--- src/rtl/serial_pkg.sv ---
// serial_pkg: shared definitions for the asynchronous serial receiver.
//   - FSM state encoding (3 bits): IDLE / START / DATA / STOP / BREAK
//   - LINE_IDLE: level of an idle serial line
//   - cnt_width(): width of a counter that must hold 0..n-1
package serial_pkg;

  localparam logic [2:0] ST_IDLE  = 3'd0;
  localparam logic [2:0] ST_START = 3'd1;
  localparam logic [2:0] ST_DATA  = 3'd2;
  localparam logic [2:0] ST_STOP  = 3'd3;
  localparam logic [2:0] ST_BREAK = 3'd4;

  localparam logic LINE_IDLE = 1'b1;

  // Bits needed to count 0..n-1; never narrower than one bit.
  function automatic int cnt_width(input int n);
    int w;
    if (n > 32'sd1) begin
      w = $clog2(n);
    end else begin
      w = 32'sd1;
    end
    return w;
  endfunction

endpackage

--- src/rtl/sync_2ff.sv ---
// sync_2ff: two-flop synchroniser for a single asynchronous input.
// Ports:
//   clk  in  sampling clock
//   rst  in  asynchronous reset, active-low; both flops load RESET_VAL
//   d    in  asynchronous input
//   q    out synchronised output (two clk edges of latency)
module sync_2ff #(
  parameter logic RESET_VAL = 1'b1
) (
  input  logic clk,
  input  logic rst,
  input  logic d,
  output logic q
);

  logic meta_r;

  // Two-stage capture of the asynchronous input.
  always_ff @(posedge clk or negedge rst) begin
    if (!rst) begin
      meta_r <= RESET_VAL;
      q      <= RESET_VAL;
    end else begin
      meta_r <= d;
      q      <= meta_r;
    end
  end

endmodule

--- src/rtl/serial_rx.sv ---
// serial_rx: asynchronous serial receiver, partner of SerialTx.
// Bit period P = 2**TimerWidth clocks. Start bit is qualified at its middle,
// data bits and the stop bit are sampled at mid-period from there.
// Ports:
//   clk        in  sole clock, rising edge
//   rst        in  asynchronous reset, active-low
//   rx         in  serial line, idle high, asynchronous to clk
//   ack        in  consumer has taken Q; clears valid and overrun
//   Q          out received word; first data bit on the line lands in Q[Width-1]
//   valid      out Q holds an unconsumed word
//   busy       out receiver is not in IDLE
//   frame_err  out one-clock pulse when the stop bit is sampled low
//   overrun    out sticky: a good frame completed while valid=1 and was dropped
module serial_rx
  import serial_pkg::*;
#(
  parameter int Width      = 8,
  parameter int TimerWidth = 8
) (
  input  logic             clk,
  input  logic             rst,
  input  logic             rx,
  input  logic             ack,
  output logic [0:Width-1] Q,
  output logic             valid,
  output logic             busy,
  output logic             frame_err,
  output logic             overrun
);

  localparam int BW = cnt_width(Width);

  localparam logic [TimerWidth-1:0] TIMER_ZERO = {TimerWidth{1'b0}};
  localparam logic [TimerWidth-1:0] TIMER_ONE  = {{(TimerWidth-1){1'b0}}, 1'b1};
  // P/2-1 and P-1 for a power-of-two period
  localparam logic [TimerWidth-1:0] HALF_LAST  = {1'b0, {(TimerWidth-1){1'b1}}};
  localparam logic [TimerWidth-1:0] FULL_LAST  = {TimerWidth{1'b1}};

  localparam logic [BW-1:0] BIT_ZERO = {BW{1'b0}};
  localparam logic [BW-1:0] BIT_ONE  = BW'(32'd1);
  localparam logic [BW-1:0] BIT_LAST = BW'(Width - 32'sd1);

  logic                  rx_s;
  logic [2:0]            state_r;
  logic [2:0]            state_nxt_s;
  logic [TimerWidth-1:0] timer_r;
  logic [TimerWidth-1:0] timer_nxt_s;
  logic [BW-1:0]         bitcnt_r;
  logic [BW-1:0]         bitcnt_nxt_s;
  logic [Width-1:0]      shift_r;
  logic                  shift_en_s;
  logic                  good_done_s;
  logic                  bad_stop_s;
  logic                  ack_take_s;

  sync_2ff #(
    .RESET_VAL (LINE_IDLE)
  ) u_sync (
    .clk (clk),
    .rst (rst),
    .d   (rx),
    .q   (rx_s)
  );

  // Consumer acknowledgement only counts while a word is pending.
  assign ack_take_s = ack & valid;

  // Next-state, timer and bit-counter logic of the receive FSM.
  always_comb begin
    state_nxt_s  = state_r;
    timer_nxt_s  = timer_r;
    bitcnt_nxt_s = bitcnt_r;
    shift_en_s   = 1'b0;
    good_done_s  = 1'b0;
    bad_stop_s   = 1'b0;
    case (state_r)
      ST_IDLE: begin
        if (rx_s != LINE_IDLE) begin
          state_nxt_s = ST_START;
          timer_nxt_s = TIMER_ZERO;
        end else begin
          state_nxt_s = ST_IDLE;
        end
      end
      ST_START: begin
        if (timer_r == HALF_LAST) begin
          timer_nxt_s = TIMER_ZERO;
          if (rx_s == LINE_IDLE) begin
            // line went back high before mid-bit: a glitch, not a start bit
            state_nxt_s = ST_IDLE;
          end else begin
            state_nxt_s  = ST_DATA;
            bitcnt_nxt_s = BIT_ZERO;
          end
        end else begin
          timer_nxt_s = timer_r + TIMER_ONE;
        end
      end
      ST_DATA: begin
        if (timer_r == FULL_LAST) begin
          timer_nxt_s = TIMER_ZERO;
          shift_en_s  = 1'b1;
          if (bitcnt_r == BIT_LAST) begin
            state_nxt_s  = ST_STOP;
            bitcnt_nxt_s = BIT_ZERO;
          end else begin
            bitcnt_nxt_s = bitcnt_r + BIT_ONE;
          end
        end else begin
          timer_nxt_s = timer_r + TIMER_ONE;
        end
      end
      ST_STOP: begin
        if (timer_r == FULL_LAST) begin
          timer_nxt_s = TIMER_ZERO;
          if (rx_s == LINE_IDLE) begin
            good_done_s = 1'b1;
            state_nxt_s = ST_IDLE;
          end else begin
            // low stop bit: wait for the line to recover so a held-low
            // line is not mistaken for a stream of start bits
            bad_stop_s  = 1'b1;
            state_nxt_s = ST_BREAK;
          end
        end else begin
          timer_nxt_s = timer_r + TIMER_ONE;
        end
      end
      ST_BREAK: begin
        if (rx_s == LINE_IDLE) begin
          state_nxt_s = ST_IDLE;
        end else begin
          state_nxt_s = ST_BREAK;
        end
      end
      default: begin
        state_nxt_s  = ST_IDLE;
        timer_nxt_s  = TIMER_ZERO;
        bitcnt_nxt_s = BIT_ZERO;
      end
    endcase
  end

  // FSM state, timer, bit counter and busy flag registers.
  always_ff @(posedge clk or negedge rst) begin
    if (!rst) begin
      state_r  <= ST_IDLE;
      timer_r  <= TIMER_ZERO;
      bitcnt_r <= BIT_ZERO;
      busy     <= 1'b0;
    end else begin
      state_r  <= state_nxt_s;
      timer_r  <= timer_nxt_s;
      bitcnt_r <= bitcnt_nxt_s;
      busy     <= (state_nxt_s != ST_IDLE);
    end
  end

  // Data shift register; bits enter at the top so the first bit ends at shift_r[0].
  always_ff @(posedge clk or negedge rst) begin
    if (!rst) begin
      shift_r <= {Width{1'b0}};
    end else if (shift_en_s) begin
      shift_r <= {rx_s, shift_r[Width-1:1]};
    end else begin
      shift_r <= shift_r;
    end
  end

  // Output word, valid/ack handshake, overrun and framing-error flags.
  always_ff @(posedge clk or negedge rst) begin
    if (!rst) begin
      Q         <= {Width{1'b0}};
      valid     <= 1'b0;
      frame_err <= 1'b0;
      overrun   <= 1'b0;
    end else begin
      frame_err <= bad_stop_s;
      if (good_done_s) begin
        if (!valid || ack_take_s) begin
          // slot is free, or is being freed on this very edge
          Q     <= shift_r;
          valid <= 1'b1;
          if (ack_take_s) begin
            overrun <= 1'b0;
          end else begin
            overrun <= overrun;
          end
        end else begin
          overrun <= 1'b1;
        end
      end else if (ack_take_s) begin
        valid   <= 1'b0;
        overrun <= 1'b0;
      end else begin
        valid   <= valid;
        overrun <= overrun;
      end
    end
  end

endmodule

--- config.mk ---
export PLATFORM = sky130hd
export DESIGN_NAME = serial_rx
export DESIGN_NICKNAME = d
export VERILOG_FILES = /design/src/rtl/serial_pkg.sv /design/src/rtl/sync_2ff.sv /design/src/rtl/serial_rx.sv
export SDC_FILE = /design/constraint.sdc
export NUM_CORES = 1
export LEC_CHECK = 0
export BUFFER_PORTS_ARGS = -buffer_cell sky130_fd_sc_hd__clkbuf_2
export CELL_PAD_IN_SITES_DETAIL_PLACEMENT = 1
export CELL_PAD_IN_SITES_GLOBAL_PLACEMENT = 1
export CORE_MARGIN = 5
export CORE_UTILIZATION = 49
export CTS_BUF_LIST = sky130_fd_sc_hd__clkbuf_4
export CTS_CLUSTER_DIAMETER = 100
export DETAILED_ROUTE_END_ITERATION = 10
export GPL_TIMING_DRIVEN = 0
export HOLD_SLACK_MARGIN = 0.05
export PLACE_DENSITY_LB_ADDON = 0.15
export SLEW_MARGIN = 20
export SYNTH_ARGS = -nofsm -noshare
export SYNTH_HDL_FRONTEND = slang
export SYNTH_SLANG_ARGS = --single-unit
--- constraint.sdc ---
create_clock -name clk -period 2.26 [get_ports clk]
set_input_delay 0.226 -clock clk [delete_from_list [all_inputs] [get_ports clk]]
set_output_delay 0.226 -clock clk [all_outputs]
set_load 0.005 [all_outputs]
==> results.py <==
metrics = {
    "clocking": {
        "cts_inserted_buffers": 5,
        "cts_setup_buffers": 0,
        "clk_latency_ns": 0.34,
        "cts_buffer_depth": 2,
        "cts.htree.levels": 2,
        "clkTransAtPathRegs_ns": 0.10,
        "cts.sinks": 36,
        "cts_root_buffer": "clkbuf_4",
        "cts_tree": "built",
    },
    "critical_path": {
        "crit_fanout": 8,
        "worst_setup_path_start_kind": "flop",
        "cp_slowest_stage_delay_ns": 0.53,
        "cp.required_ns": 2.49,
        "critPathArrivalTime_ns": 2.37,
        "critPathCaptureType": "flop",
        "crit_type": "reg -> reg",
        "slowest_stage": "or4_4",
        "crit_chain": "ha_1, and3_1, buf_4, nand3_2, or4_4, buf_6, mux2_4",
        "worst-r2r-cell-count": 7,
    },
    "power_and_ir_drop": {
        "fin_total_pwr_mw": 1.13,
        "pwr-share-clk_pct": 40.6,
        "p_per_area_nw_per_um2": 588,
        "power.share.switching_pct": 20.7,
        "netSwitchingPower_uw": 234,
        "p_leak_nw": 0.936,
        "ir_drop_mv": 0.370,
        "combPwrFrac_pct": 2.0,
        "cellInternalPower_uw": 898,
        "seqPwrFrac_pct": 57.4,
    },
    "sta": {
        "setup_viol": 0,
        "tightest_slew_ns": 0.855,
        "period_share_pct": 94.6,
        "maxSlewHeadroom_pct": 43.0,
        "hold_violations": 0,
        "setup_tns_ns": 0,
        "max_freq_mhz": 468,
        "hold_ws_ns": 0.366,
        "fin_skew_ns": 0.0125,
        "min_period_ns": 2.14,
        "maxSlewViolCount": 0,
        "rsz0062_at_grt": "no",
    },
    "detailed_routing": {
        "wirelength_mm": 3.64,
        "vias": 1228,
        "viasPerCell": 5.69,
        "avgRoutedWirePerCell_um": 16.9,
        "drtIter0Drc": 89,
        "remaining_drc_errors": 0,
        "antenna_left": 0,
        "dr.pass1.iters": 4,
    },
    "worst_hold_path": {
        "min_path_type": "reg -> reg",
        "hold_depth": 0,
    },
    "logic_synthesis": {
        "synth_area_leaders": "dfrtp_1 51%, mux2_4 7.1%, mux2_2 5.4%, dfstp_2 3.1%, ha_1 2.2%",
        "syn_avg_cell_area_um2": 11.7,
        "synth_edf_count": 0,
        "synth.distinct_cells": 39,
        "syn-num-nets": 151,
        "synth_ff_type": "dfrtp_1",
        "synth_area_um2": 1680,
        "ys_seq_elements": 36,
        "yosysSeqAreaShare_pct": 53.8,
        "synth_top_area_share_pct": 50.6,
        "netlist_instances": 144,
        "synthArstFlopShare_pct": 100,
        "yosys_warnings": 0,
        "synth_area_leader_cell": "dfrtp_1",
    },
    "floorplan": {
        "num_rows": 21,
        "die_w_um": 68.6,
        "die_height_um": 68.6,
        "dieArea_um2": 4700,
        "io_pins": 16,
        "start_util_pct": 50.4,
        "core_area_um2": 3340,
    },
    "global_routing": {
        "grt_pass1_wl_mm": 6.18,
        "grt_overflow": 0,
        "grt_use_met3_pct": 5.35,
        "antenna_found_initial": 0,
        "track_usage_pct": 18.2,
        "grt_pass1_vias": 1279,
        "grt_use_met2_pct": 30.0,
        "busiest_layer": "met2",
        "grt_util_met1_pct": 22.7,
        "grt_max_degree": 37,
    },
    "run": {
        "cap_violations": 0,
    },
    "finish": {
        "fill_cells": 371,
        "fin_nets": 176,
        "drive_gt1_share_pct": 27.6,
        "final_common_cell": "dfrtp_1",
        "final_util_pct": 57.6,
        "fin_area_um2": 1920,
        "final_cell_mix": "34 x dfrtp_1, 15 x clkbuf_2, 8 x nand2_1, 8 x mux2_2, 8 x mux2_4",
        "antennaDiodeCount": 0,
        "syn_to_final_growth_pct": 14.4,
    },
    "run_status": {
        "status": "finished clean",
    },
    "placement": {
        "gp_congestion": 0.859,
        "placed_area_um2": 1810,
        "portBuffers": 15,
        "hpwl_mm": 2.56,
    },
}
## synthesized netlist by cell type, drive strengths merged, types with 3 or more instances
cell	count
dfrtp	34
mux2	16
nand2	8
nand3	7
o21ai	7
nor2	6
nor3	6
clkbuf	5
a21oi	4
a31oi	4
inv	4
nand4	4
or3	4
a22o	3
and3	3
buf	3
ha	3
nand2b	3
## final cells by class
type	count	area (µm²)	share of cell area (%)
multi-input combinational	96	719	37.4
sequential	36	903	47.0
inverter	4	15.0	0.781
tap	46	57.6	2.99
buffer	8	42.5	2.21
clock inverter	2	35.0	1.82
clock buffer	6	45.0	2.34
timing repair buffer	18	105	5.47
## critical path: cells and delay by family, from the launching register on
kind                     cells  cell delay, ns
AND/OR/NAND/NOR              3            0.80
flip-flops                   1            0.40
buffers and inverters        2            0.31
multiplexers                 1            0.31
adder cells (fa/ha/maj)      1            0.21
## metrics by stage
stage | setup WS, ns | cells
after global routing | 0.0205 | 216
after CTS | 0.115 | 215
after detailed placement | 0.123 | 205
final | 0.122 | 216
after global placement | 0.177 | 205
after floorplan | 0.292 | 144
## routing by layer
metal,wire [µm],vias up
met5,0,-
met4,50,0
met3,114,6
met2,1840,23
met1,1640,617
li1,-,582
## state kept, by name, summed over array words and instances, names as in the netlist
register / count
Q: 8
overrun: 1
valid: 1
timer_r: 8
bitcnt_r: 3
busy: 1
state_r: 3
shift_r: 8
frame_err: 1
u_sync.q: 1
u_sync.meta_r: 1
## what timing repair did
| item | in CTS | in global routing |
|---|---|---|
| hold endpoints to repair | 35 | 1 |
| hold buffers | 2 | 1 |
| resized for setup | 0 | 0 |
## kinds of logic after synthesis
logic type	after synthesis	synth area share [%]
and+or+nand+nor	44	13.9
DFF	36	53.8
muxes	18	13.7
adders and majority gates	3	2.23
AOI/OAI and AO/OA	31	13.0
buffers and inverters	12	3.42
## worst paths after layout
kind | from | endpoint | slack [ns]
hold reg to reg | u_sync.meta_r | u_sync.q | 0.37
min in group asynchronous | rst | timer_r[7] | 0.52
setup reg to reg | timer_r[0] | Q[4] | 0.12
max in group asynchronous | rst | shift_r[7] | 1.20
setup / recovery | timer_r[0] | Q[4] | 0.12
hold / removal | u_sync.meta_r | u_sync.q | 0.37
## power groups by stage
stage          Sequential, mW  Combinational (mW)  Clock [mW]
6_report                0.650              0.0221       0.460
3_5_place_dp            0.662              0.0191           0
4_1_cts                 0.650              0.0219       0.467
3_3_place_gp            0.662              0.0184           0
2_1_floorplan           0.661             0.00313           0
5_1_grt                 0.651              0.0263       0.507
(Power assumes the default switching activity.)
